## src/rtl/cp0_exc_ctrl.sv

```systemverilog
// Exception entry/return controller: turns decoder flags into CP0 command strobes and PC redirects,
// and keeps STATUS, nesting depth and fault state in step with CP0.
module cp0_exc_ctrl #(
    parameter logic [31:0] EXC_VECTOR = 32'h0040_0004,
    parameter int          MAX_DEPTH  = 6,
    parameter int          CNT_W      = 16
) (
    input  logic              cp0_clk,
    input  logic              cp0_rst,
    input  logic              is_syscall,
    input  logic              is_break,
    input  logic              is_teq,
    input  logic              teq_equal,
    input  logic              is_eret,
    input  logic              is_mtc0,
    input  logic              is_mfc0,
    input  logic [4:0]        cp0_addr,
    input  logic [31:0]       gpr_data,
    input  logic [31:0]       pc_in,
    input  logic [31:0]       epc_in,
    output logic              cp0_ena,
    output logic              mfc0_o,
    output logic              mtc0_o,
    output logic              eret_o,
    output logic [4:0]        cause,
    output logic [31:0]       exc_pc,
    output logic              pc_redirect,
    output logic [31:0]       pc_target,
    output logic [2:0]        depth,
    output logic              fault,
    output logic              eret_err,
    output logic [CNT_W-1:0]  exc_count
);

    typedef enum logic [1:0] {
        ST_IDLE   = 2'd0,
        ST_NESTED = 2'd1,
        ST_FAULT  = 2'd2
    } state_t;

    localparam logic [2:0] MAX_D      = 3'(MAX_DEPTH);
    localparam logic [4:0] STATUS_REG = 5'd12;

    state_t             state_reg;
    logic [31:0]        status_sh_reg;
    logic [2:0]         depth_reg;
    logic               fault_reg;
    logic               eret_err_reg;
    logic [CNT_W-1:0]   exc_count_reg;

    logic               exc_req;
    logic               kind_en;
    logic [4:0]         kind_code;
    logic               mtc0_act;
    logic               take;
    logic               eret_act;
    logic               eret_bad;
    logic               mfc0_act;

    // Highest-priority exception kind and its enable from the STATUS shadow
    always_comb begin
        kind_code = 5'd0;
        kind_en   = 1'b0;
        if (is_syscall) begin
            kind_code = 5'd8;
            kind_en   = status_sh_reg[0] & status_sh_reg[1];
        end else if (is_break) begin
            kind_code = 5'd9;
            kind_en   = status_sh_reg[0] & status_sh_reg[2];
        end else if (is_teq && teq_equal) begin
            kind_code = 5'd13;
            kind_en   = status_sh_reg[0] & status_sh_reg[3];
        end
    end

    // Reset gates the strobes so a redirect drops the instant cp0_rst rises
    assign mtc0_act = ~cp0_rst & is_mtc0;
    assign exc_req  = ~cp0_rst & ~is_mtc0 & (is_syscall | is_break | (is_teq & teq_equal));
    assign take     = exc_req & kind_en & (state_reg != ST_FAULT) & (depth_reg < MAX_D);
    assign eret_act = ~cp0_rst & ~is_mtc0 & ~take & is_eret & (depth_reg != 3'd0);
    assign eret_bad = ~cp0_rst & ~is_mtc0 & ~take & is_eret & (depth_reg == 3'd0);
    assign mfc0_act = ~cp0_rst & ~is_mtc0 & ~take & ~is_eret & is_mfc0;

    assign cp0_ena     = mtc0_act | take | eret_act | mfc0_act;
    assign mtc0_o      = mtc0_act;
    assign eret_o      = eret_act;
    assign mfc0_o      = mfc0_act;
    assign cause       = take ? kind_code : 5'd0;
    assign exc_pc      = take ? pc_in : 32'd0;
    assign pc_redirect = take | eret_act;
    assign pc_target   = take ? EXC_VECTOR : (eret_act ? epc_in : 32'd0);

    assign depth     = depth_reg;
    assign fault     = fault_reg;
    assign eret_err  = eret_err_reg;
    assign exc_count = exc_count_reg;

    // State moves on the falling edge so it lands together with CP0's own update
    always_ff @(negedge cp0_clk or posedge cp0_rst) begin
        if (cp0_rst) begin
            state_reg     <= ST_IDLE;
            status_sh_reg <= 32'd0;
            depth_reg     <= 3'd0;
            fault_reg     <= 1'b0;
            eret_err_reg  <= 1'b0;
            exc_count_reg <= '0;
        end else begin
            if (take) begin
                status_sh_reg <= status_sh_reg << 5;
                depth_reg     <= depth_reg + 3'd1;
                state_reg     <= ST_NESTED;
                if (exc_count_reg != '1) begin
                    exc_count_reg <= exc_count_reg + 1'b1;
                end
            end else if (eret_act) begin
                status_sh_reg <= status_sh_reg >> 5;
                depth_reg     <= depth_reg - 3'd1;
                if (state_reg == ST_NESTED && depth_reg == 3'd1) begin
                    state_reg <= ST_IDLE;
                end
            end else if (mtc0_act && cp0_addr == STATUS_REG) begin
                status_sh_reg <= gpr_data;
            end

            if (exc_req && depth_reg == MAX_D) begin
                state_reg <= ST_FAULT;
                fault_reg <= 1'b1;
            end

            if (eret_bad) begin
                eret_err_reg <= 1'b1;
            end
        end
    end

endmodule

```

## config.mk

```make
export PLATFORM = sky130hd
export DESIGN_NAME = cp0_exc_ctrl
export DESIGN_NICKNAME = d
export VERILOG_FILES = /design/src/rtl/cp0_exc_ctrl.sv
export SDC_FILE = /design/constraint.sdc
export NUM_CORES = 1
export LEC_CHECK = 0
export ABC_AREA = 1
export CAP_MARGIN = 20
export CORE_MARGIN = 4
export CORE_UTILIZATION = 39
export DETAILED_ROUTE_END_ITERATION = 8
export PLACE_DENSITY = 0.81
export SKIP_CTS_REPAIR_TIMING = 1
export SLEW_MARGIN = 0
export SYNTH_ARGS = -nofsm -noshare
export SYNTH_HDL_FRONTEND = slang
export SYNTH_SLANG_ARGS = --single-unit
```

## constraint.sdc

```tcl
create_clock -name cp0_clk -period 4.61 [get_ports cp0_clk]
set_input_delay 1.383 -clock cp0_clk [delete_from_list [all_inputs] [get_ports cp0_clk]]
set_output_delay 1.383 -clock cp0_clk [all_outputs]
set_load 0.01 [all_outputs]
```

# == Word-level counts from Yosys, hierarchy flattened ==
# Index checks and enable logic that the tools add are counted.
# classes
addsub,3
magnitude_cmp,1
eq_ne,6
n_mux,19
bitwise_logic,26
n_reduce_logical,12
# op_table
op,n
two-way mux 32 bit,6
adder 16 x 1 -> 16 bit (second input constant),1
AND 1 bit,16
!= test 16 bit (second input constant),1
nonzero test 3 bit,4
two-way mux 5 bit,2
two-way mux 2 bit,4
two-way mux 4 bit,2
two-way mux 3 bit,2
bitwise OR 1 bit,6
equality test 5 x 4 -> 1 bit (second input constant),1
logical AND 1 bit,4
NOT 1 bit,4
AND reduction 2 bit,2
adder 3 x 1 -> 3 bit (second input constant),1
equality test 3 x 1 -> 1 bit (second input constant),1
equality test 3 bit (second input constant),1
zero test 3 bit,1
less-than comparator 3 bit (second input constant),1
two-way mux 1 bit,3
subtractor 3 x 1 -> 3 bit (second input constant),1
equality test 2 x 1 -> 1 bit (second input constant),1
!= test 2 bit (second input constant),1
nonzero test 2 bit,1
# totals
ff_bits,55
in_bits,110
output_inout_bits,95

# == Logic depth before layout (Yosys ltp) ==
# Gate-level depths: netlist of the first run.
# depth
depth_word,14
depth_mapped,12
depth_no_buf,11

==> impl_results.md, run 1 <==
- CP most frequent cell: buf_6
- Worst hold path class: reg -> reg
- Routed Antenna Nets: 0
- Crit-path cells: inv_2 > ha_4 > inv_2 > nor2_4 > inv_4 > nand4_4 > buf_12 > buf_6 > buf_6 > nor2_4 > buf_6
- Core area: 9196 µm²
- CTS root buf: clkbuf_8
- Clock Path Buffers: 2
- Hold Crit Depth: 2
- # DRC: 0
- HPWL after DPL: 10,770 µm
- Power Density: 263.2 nW/µm²
- Worst Hold Path EP: status_sh_reg[23]$_DFFE_NP0P_
- Number of global-route vias before repair: 4,423
- IO Pins: 205
- Post-Syn Area per Cell: 6.271 µm²
- Reg-to-reg endpoint: exc_count[10]$_DFFE_NP0P_
- Vias/cell: 4.820
- Worst Clk Skew: 13.99 ps
- Slowest cell delay on critical path: 450 ps
- Worst r2r src: exc_count[0]$_DFFE_NP0P_
- H-tree levels: 2
- DR vias: 4,671
- GP Congestion: 0.9093
- Most frequent cell after synthesis: nand2_1
- Total grt overflow: 0
- Final Slew Violations: 0
- CTS tree: done
- Fin area: 6999 µm²
- GR Util All Layers: 24.00%
- Layout cells sized above 1: 30.54%
- Nets: 973
- Num CTS Buffers: 5
- Die area: 11,010 µm²
- Reg2Reg Depth: 12
- Pin count of the biggest net entering global routing: 44
- EDFF count, synth: 0
- Port Buffers: 196
- Clock transition at the registers of the reported paths: 70 ps
- Clock sinks: 49
- Cells after synthesis: 584
- Worst setup EP type: output port
- Dominant cell type by area after synthesis: dfrtn_1
- Sequential share of the synthesized area: 33.48%
- Final Hold Viols: 0
- Post-Route WL: 14,600 µm
- Area share of the leading cell type in the synthesized netlist: 33.48%
- Synth unique cells: 35
- Chip Width: 104.9 µm
- Layout area overhead: 91.12%
- Num rows: 35
- Synth area leaders: dfrtn_1, nand2_1, inv_1
- #FFs+latches synth: 49
- Max cap viols: 0
- Top FF cell, synth: dfrtn_1
- Critical Path RT: 3230 ps
- VDD IR max: 0.1507 mV
- Worst Setup Start Kind: register
- DRT Pass-1 Iters: 5
- Final worst setup slack: -1012 ps
- WL/cell: 15.06 µm
- First-pass GRT wire length: 21,750 µm
- Antenna diodes: 0
- Hold slack: 429.7 ps
- Actual slew at the worst max-slew pin: 569.8 ps
- CP Data Arrival Time: 4240 ps
- Max FFs per register: 26
- Initial antenna violation count: 1
- Synth warn: 0
- Slowest-stage cell, CP: dfrtn_1
- Setup violators final: 123
- Clock latency on the worst-skew pair: 310 ps
- Async SR Flop Fraction: 100.0%
- Synth Cell Area: 3662 µm²
- Initial Utilization: 39.82%
- Kind of critical path: reg -> out
- Slew margin rel.: 61.66%
- Leakage: 4.025 nW
- Failing checks: setup timing
- Synth cell count leaders: nand2_1, inv_1, nor2_1
- Die Span Y: 104.9 µm
- DRT iter0 DRCs: 270
- HP Start: status_sh_reg[23]$_DFFE_NP0P_
- Placement Cell Area: 6579 µm²
- Reg-to-reg slack, setup: 2350 ps
- Crit Path Max Fanout: 4
- Status: finished, violations left
- RSZ-0062 raised after global routing: yes
-- per-stage QoR --
stage	std cells	total power, mW	util, %	setup slack, ps	TNS [ps]
finish	969	1.842	76.11	-1012	-88050
CTS	939	1.749	72.79	-1380	-125960
global placement	931	1.377	71.54	-1001	-108800
global route	969	1.952	76.11	-1119	-98330
detailed placement	931	1.421	71.54	-1035	-114840
floorplan	585	1.047	-	-645.5	-49980
-- layer usage --
| layer | part of all wire, % | vias to the layer above | wire length [µm] | global-route usage (%) |
|---|---|---|---|---|
| met5 | 0.048 | - | 7 | 0 |
| met2 | 53 | 197 | 7747 | 44.45 |
| met1 | 37 | 2175 | 5407 | 27.95 |
| li1 | - | 2264 | - | - |
| met3 | 7.3 | 33 | 1067 | 4.880 |
| met4 | 2.5 | 2 | 368 | 6.373 |
-- cell families after synthesis --
group                      after synthesis  share of synthesized area, %
and+or+nand+nor                        316                         35.09
buffers and inverters                  159                         17.90
DFF                                     49                         33.48
AOI/OAI and AO/OA                       38                         7.789
xor gates and xnor gates                15                         3.587
adders and majority gates                6                         2.050
other                                    1                        0.1024
-- worst max-delay path, delay by kind of cell, from the launching register on --
family / cells / cell delay [ps]
flip-flops: 1 / 450
adder cells (fa/ha/maj): 1 / 160
AND/OR/NAND/NOR: 3 / 290
buffers and inverters: 7 / 730
-- cell type report --
class / instances / area [µm²]
inverters: 133 / 525.5
well taps: 111 / 138.9
clock buffers: 5 / 68.82
repair buffers: 290 / 2819
multi-input cells: 377 / 2167
flip-flops and latches: 49 / 1226
repair inverters: 1 / 7.507
fillers: 633 / 2197
clock inverters: 3 / 46.29
-- layout by cell type (no fill, tap or decap), types with 3 or more instances in the layout --
| cell type | count |
|---|---|
| clkbuf_16 | 4 |
| inv_1 | 121 |
| a21oi_1 | 4 |
| buf_2 | 10 |
| nor2_4 | 35 |
| nand3b_1 | 3 |
| buf_8 | 3 |
| dfrtn_1 | 49 |
| inv_4 | 4 |
| o41ai_1 | 17 |
| nor2_2 | 21 |
| buf_6 | 53 |
| o21ai_0 | 7 |
| inv_2 | 7 |
| nand3_2 | 3 |
| clkbuf_8 | 5 |
| clkbuf_2 | 30 |
| nor2_1 | 69 |
| buf_12 | 8 |
| ha_1 | 5 |
| nand3_1 | 9 |
| nor3_1 | 3 |
| nand4_1 | 3 |
| buf_4 | 62 |
| dlymetal6s2s_1 | 20 |
| xnor2_1 | 4 |
| nand2_1 | 161 |
| clkdlybuf4s50_1 | 100 |
| xor2_1 | 11 |
-- how the worst max path moves through the flow --
stage / startpoint / endpoint / slack [ps] / cells after the start
after detailed placement: depth[1]$_DFFE_NP0P_ / cp0_ena / -1030 / 9
final: depth[0]$_DFFE_NP0P_ / pc_target[14] / -1010 / 11
after floorplan: depth[0]$_DFFE_NP0P_ / pc_target[0] / -650 / 9
after global routing: depth[1]$_DFFE_NP0P_ / pc_target[26] / -1120 / 10
after global placement: depth[1]$_DFFE_NP0P_ / cp0_ena / -1000 / 9
after CTS: depth[1]$_DFFE_NP0P_ / cp0_ena / -1380 / 9
-- power breakdown --
part	internal (mW)	total, mW	switching, mW
Sequential	0.567	0.664	0.0971
Clock	0.163	0.323	0.161
Combinational	0.438	0.854	0.416
(Power assumes the default switching activity.)
==> run 2: changes to the inputs <==
==> constraint.sdc (replaced) <==
create_clock -name cp0_clk -period 4.61 [get_ports cp0_clk]
set_input_delay 0.922 -clock cp0_clk [delete_from_list [all_inputs] [get_ports cp0_clk]]
set_output_delay 0.922 -clock cp0_clk [all_outputs]
set_load 0.01 [all_outputs]
==> run 2 against run 1 <==
Sequential cell count unchanged. Clock skew down 7.5 ps. First-iteration DRC count up 31%. Sequential power up 1%. Sequential share of layout area down 0.66 points. The run still ends with setup timing left.
==> impl_results.md, run 2 (synthesized netlist as in run 1, its figures left out) <==
- DRT Pass-1 Iters: 5 (unchanged)
- Number of global-route vias before repair: 4,486 (+1.4%)
- Num rows: 35 (unchanged)
- CP Data Arrival Time: 4310 ps (+70 ps)
- Combinational power share: 47.0% (+0.6 points)
- Pin count of the biggest net entering global routing: 45 (+2.3%)
- Clock latency on the worst-skew pair: 300 ps (about the same)
- Status: finished, violations left
- Filler cells: 584 (-7.7%)
- GP Congestion: 0.9259 (+1.8%)
- Placement Cell Area: 6497 µm² (-1.2%)
- Die Span Y: 104.9 µm (unchanged)
- Worst Setup SP: state_reg[1]$_DFFE_NP0P_
- Setup TNS: -40,980 ps (+47,070 ps)
- Non-filler instance count after layout: 994 (+2.6%)
- Die area: 11,010 µm² (unchanged)
- Layout area overhead: 98.60%
- Clock transition at the registers of the reported paths: 60 ps (about the same)
- Actual slew at the worst max-slew pin: 692.4 ps (+122.6 ps)
- Leakage: 3.944 nW (-2.0%)
- Max FFs per register: 26 (unchanged)
- Hold slack: 427.9 ps (-1.852 ps)
- Nets: 995 (+2.3%)
- VDD IR max: 0.1585 mV (+5.1%)
- Switching portion of total power: 37.25% (+0.66 points)
- Setup violators final: 97 (-21%)
- GR Util All Layers: 23.45% (-0.56 points)
- Total Power: 1.889 mW (+2.6%)
- HPWL after DPL: 10,840 µm (+0.60%)
- CTS tree: done
- Fin area: 7273 µm² (+3.9%)
- Critical Path RT: 3690 ps (+460 ps)
- Layout cells sized above 1: 34.43% (+3.9 points)
- Reg-to-reg slack, setup: 2270 ps (-80 ps)
- Clock sinks: 49 (unchanged)
- Final Slew Violations: 0 (unchanged)
- Max cap viols: 0 (unchanged)
- Port Buffers: 196 (unchanged)
- Worst hold path class: reg -> reg
- Clock power frac: 17.4% (-0.2 points)
- # DRC: 0 (unchanged)
- Power Density: 259.8 nW/µm² (-1.3%)
- Clock Path Buffers: 2 (unchanged)
- Slew margin rel.: 53.42% (-8.2 points)
- Routed Antenna Nets: 0 (unchanged)
- CTS root buf: clkbuf_8
- Failing checks: setup timing
- Net switching power: 0.7037 mW (+4.4%)
- Register area: 1226 µm² (unchanged)
- RSZ-0062 raised after global routing: yes
- First-pass GRT wire length: 21,330 µm (-1.9%)
- Initial antenna violation count: 3 (+2)
- DR vias: 4,986 (+6.7%)
- Crit Path Max Fanout: 6 (+2)
- Final Hold Viols: 0 (unchanged)
- Final worst setup slack: -622.3 ps (+389.3 ps)
- Kind of critical path: reg -> out
- Num CTS Buffers: 5 (unchanged)
- Multi-input gate area: 2245 µm² (+3.6%)
- Dpl ws: -612.4 ps (+422.4 ps)
- Worst r2r src: depth[1]$_DFFE_NP0P_
- Post-Route WL: 16,950 µm (+16%)
- Vias/cell: 5.016 (+4.1%)
- Initial Utilization: 39.82% (unchanged)
- Sequential share of power: 35.6% (-0.5 points)
- Internal power: 1.186 mW (+1.5%)
- Most frequent cells in the layout: nand2_1, inv_1, clkdlybuf4s50_1
- IO Pins: 205 (unchanged)
- WL/cell: 17.05 µm (+13%)
- Util after Layout: 79.09% (+3.0 points)
- Total grt overflow: 0 (unchanged)
- HP Start: fault$_DFFE_NP0P_
- Worst Clk Skew: 6.532 ps (-7.458 ps)
- DRT iter0 DRCs: 353 (+31%)
- Worst Setup Start Kind: register
- Core area: 9196 µm² (unchanged)
- Commonest non-fill, non-tap cell in the layout: nand2_1
- Worst setup EP type: output port
- Placed Cells: 928 (-0.32%)
- Chip Width: 104.9 µm (unchanged)
- H-tree levels: 2 (unchanged)
==> run 2: cell type report <==
type / instances / share of cell area (%)
Sequential cell: 49 / 16.86
Antenna cell: 3 / 0.1032
Timing Repair Buffer: 313 / 41.44
Clock inverter: 1 / 0.4129
Inverter: 133 / 7.225
Clock buffer: 7 / 1.187
Multi-Input combinational cell: 377 / 30.86
Tap cell: 111 / 1.910
==> run 2: critical path: stages, from the launching register on <==
cell,delay [ps]
dfrtn_1,440
nand2_1,90
nand2_1,110
nor2_2,60
nand3_4,120
nand4_4,210
buf_12,210
buf_6,120
buf_12,120
nor2_4,100
buf_6,110
==> run 2: routing by layer <==
layer	global-route usage, %	routed length (µm)	vias up
met3	4.571	1124	63
met1	27.13	6057	2357
met4	5.623	775	0
li1	-	-	2310
met2	44.09	8996	256
met5	0	0	-
==> run 2: final timing paths <==
| check | endpoint | depth (start not counted) |
|---|---|---|
| min reg2reg | fault$_DFFE_NP0P_ | 2 |
| max reg2reg | status_sh_reg[30]$_DFFE_NP0P_ | 15 |
| min | fault$_DFFE_NP0P_ | 2 |
| max in group asynchronous | status_sh_reg[1]$_DFFE_NP0P_ | 3 |
| max | pc_target[25] | 10 |
| min in group asynchronous | status_sh_reg[27]$_DFFE_NP0P_ | 3 |
==> run 2: power groups by stage <==
| stage | logic (mW) | registers, mW | clock network, mW |
|---|---|---|---|
| after CTS | 0.743 | 0.657 | 0.330 |
| final | 0.889 | 0.672 | 0.329 |
| after global routing | 0.959 | 0.681 | 0.348 |
| after floorplan | 0.380 | 0.658 | 0 |
| after global placement | 0.709 | 0.656 | 0 |
| after detailed placement | 0.738 | 0.662 | 0 |
==> run 3: changes to the inputs <==
--- a/config.mk
+++ b/config.mk
@@ -12,3 +12,3 @@
 export DETAILED_ROUTE_END_ITERATION = 8
-export PLACE_DENSITY = 0.81
+export PLACE_DENSITY = 0.8
 export SKIP_CTS_REPAIR_TIMING = 1
--- a/constraint.sdc
+++ b/constraint.sdc
@@ -3,2 +3,2 @@
 set_output_delay 0.922 -clock cp0_clk [all_outputs]
-set_load 0.01 [all_outputs]
+set_load 0.005 [all_outputs]
==> run 3 against run 2 <==
The run still ends with setup timing left. Total power rose by 3.4%. Clock-buffer cell count is the same. Via count grew 11%. Critical path depth is 1 higher. Clock skew grew 1.8 ps. Global-route usage about the same. Routed wire length up 23%. Sequential share of layout area down 0.42 points. First-iteration DRC count rose by 110%. Utilization rose by 2.0 points. Critical endpoint is now exc_pc[14]. Largest power group unchanged.
==> impl_results.md, run 3 (synthesized netlist as in run 1, its figures left out) <==
- # DRC: 0 (unchanged)
- Final worst setup slack: -761.2 ps (-138.9 ps)
- IO Pins: 205 (unchanged)
- Dpl ws: -641.9 ps (-29.55 ps)
- Placed Cells: 914 (-1.5%)
- HPWL after DPL: 10,390 µm (-4.2%)
- WL/cell: 20.78 µm (+22%)
- Final Hold Viols: 0 (unchanged)
- Worst Clk Skew: 8.352 ps (+1.820 ps)
- RSZ-0062 raised after global routing: yes
- Crit-path cells: inv_1 > nand2_1 > nand2_1 > nor2_4 > nand3_4 > buf_12 > buf_12 > buf_12 > clkbuf_16 > nor2_1 > clkbuf_2
- Core area: 9196 µm² (unchanged)
- Reg-to-reg endpoint: status_sh_reg[30]$_DFFE_NP0P_
- Reg-to-reg slack, setup: 2480 ps (+210 ps)
- Initial Utilization: 39.82% (unchanged)
- Max FFs per register: 26 (unchanged)
- Die area: 11,010 µm² (unchanged)
- Power Density: 261.9 nW/µm² (+0.82%)
- Filler cells: 415 (-29%)
- Routed Antenna Nets: 0 (unchanged)
- CP most frequent cell: buf_12
- Clock Path Buffers: 2 (unchanged)
- Kind of critical path: reg -> out
- Clock sinks: 49 (unchanged)
- Num rows: 35 (unchanged)
- Non-filler instance count after layout: 1,000 (+0.60%)
- CP Data Arrival Time: 4450 ps (+140 ps)
- Vias/cell: 5.525 (+10%)
- Port Buffers: 196 (unchanged)
- DRT iter0 DRCs: 740 (+110%)
- Clock transition at the registers of the reported paths: 60 ps (about the same)
- GP Congestion: 0.8612 (-7.0%)
- Number of global-route vias before repair: 4,415 (-1.6%)
- Critical Path RT: 3690 ps (about the same)
- GR Util All Layers: 23.45% (about the same)
- Layout area overhead: 103.7%
- Status: finished, violations left
- Slew margin rel.: 59.28% (+5.9 points)
- Post-Route WL: 20,780 µm (+23%)
- Layout cells sized above 1: 34.42% (about the same)
- Worst hold path class: reg -> reg
- Pin count of the biggest net entering global routing: 46 (+2.2%)
- Actual slew at the worst max-slew pin: 610.8 ps (-81.54 ps)
- DR vias: 5,525 (+11%)
- Setup violators final: 98 (+1.0%)
- Worst Hold Path EP: fault$_DFFE_NP0P_
- DRT Pass-1 Iters: 6 (+1)
- Leakage: 4.011 nW (+1.7%)
- Util after Layout: 81.13% (+2.0 points)
- Reg2Reg Depth: 11 (-4)
- Worst Setup Start Kind: register
- Num CTS Buffers: 5 (unchanged)
- Clock latency on the worst-skew pair: 310 ps (about the same)
- Die Span Y: 104.9 µm (unchanged)
- Crit Path Max Fanout: 6 (unchanged)
- Chip Width: 104.9 µm (unchanged)
- Worst Setup SP: status_sh_reg[1]$_DFFE_NP0P_
- Worst r2r src: status_sh_reg[2]$_DFFE_NP0P_
- Hold Crit Depth: 2 (unchanged)
- VDD IR max: 0.2107 mV (+33%)
- Slowest-stage cell, CP: dfrtn_1
- Max cap viols: 0 (unchanged)
- Most frequent cells in the layout: nand2_1, inv_1, clkdlybuf4s50_1
- Initial antenna violation count: 3 (unchanged)
- Total Power: 1.954 mW (+3.4%)
- Commonest non-fill, non-tap cell in the layout: nand2_1
- HP Start: fault$_DFFE_NP0P_
- Failing checks: setup timing
- Setup TNS: -48,450 ps (-7473 ps)
- Slowest cell delay on critical path: 450 ps (about the same)
- CTS root buf: clkbuf_8
- Nets: 1,001 (+0.60%)
- Total grt overflow: 0 (unchanged)
- Worst setup EP type: output port
- CTS tree: done
- First-pass GRT wire length: 21,430 µm (+0.49%)
- H-tree levels: 2 (unchanged)
- Final Slew Violations: 0 (unchanged)
## run 3: report_power, final
group	switching [mW]	internal (mW)
combinational	0.499	0.442
clock	0.155	0.177
sequential	0.113	0.567
total	0.767	1.19
## run 3: final cells by class
type | instances | area [µm²] | share of cell area [%]
Tap cell | 111 | 138.9 | 1.861
Clock inverter | 1 | 30.03 | 0.4025
Inverter | 133 | 523.0 | 7.010
Antenna cell | 3 | 7.507 | 0.1006
Timing Repair Buffer | 318 | 3117 | 41.77
Multi-Input combinational cell | 378 | 2332 | 31.26
Clock buffer | 7 | 86.33 | 1.157
Sequential cell | 49 | 1226 | 16.43
## run 3: layer usage
| metal | global-route usage, % | share of wire [%] |
|---|---|---|
| met3 | 4.880 | 9.7 |
| met4 | 4.967 | 7.4 |
| met2 | 43.45 | 49 |
| met5 | 0 | 0 |
| met1 | 27.73 | 34 |
## run 3: worst max-delay path: cells and delay by family (launching register included)
family                 cells  cell delay (ps)
AND/OR/NAND/NOR            5              580
buffers and inverters      6              800
flip-flops                 1              450
## run 3: worst max-delay path by stage
stage,cells past startpoint,slack [ps],to
2_1_floorplan,9,-100,pc_target[0]
3_3_place_gp,10,-620,pc_target[2]
3_5_place_dp,10,-640,pc_target[2]
4_1_cts,10,-970,pc_target[2]
5_1_grt,11,-810,exc_pc[14]
6_report,11,-760,exc_pc[14]
## run 3: through the flow
stage / hold slack [ps] / instance area, µm²
after global placement: 413.3 / 6251
after CTS: 427.0 / 6367
final: 441.1 / 7461
after floorplan: 409.4 / 3911
after detailed placement: 425.8 / 6251
after global routing: 466.6 / 7461
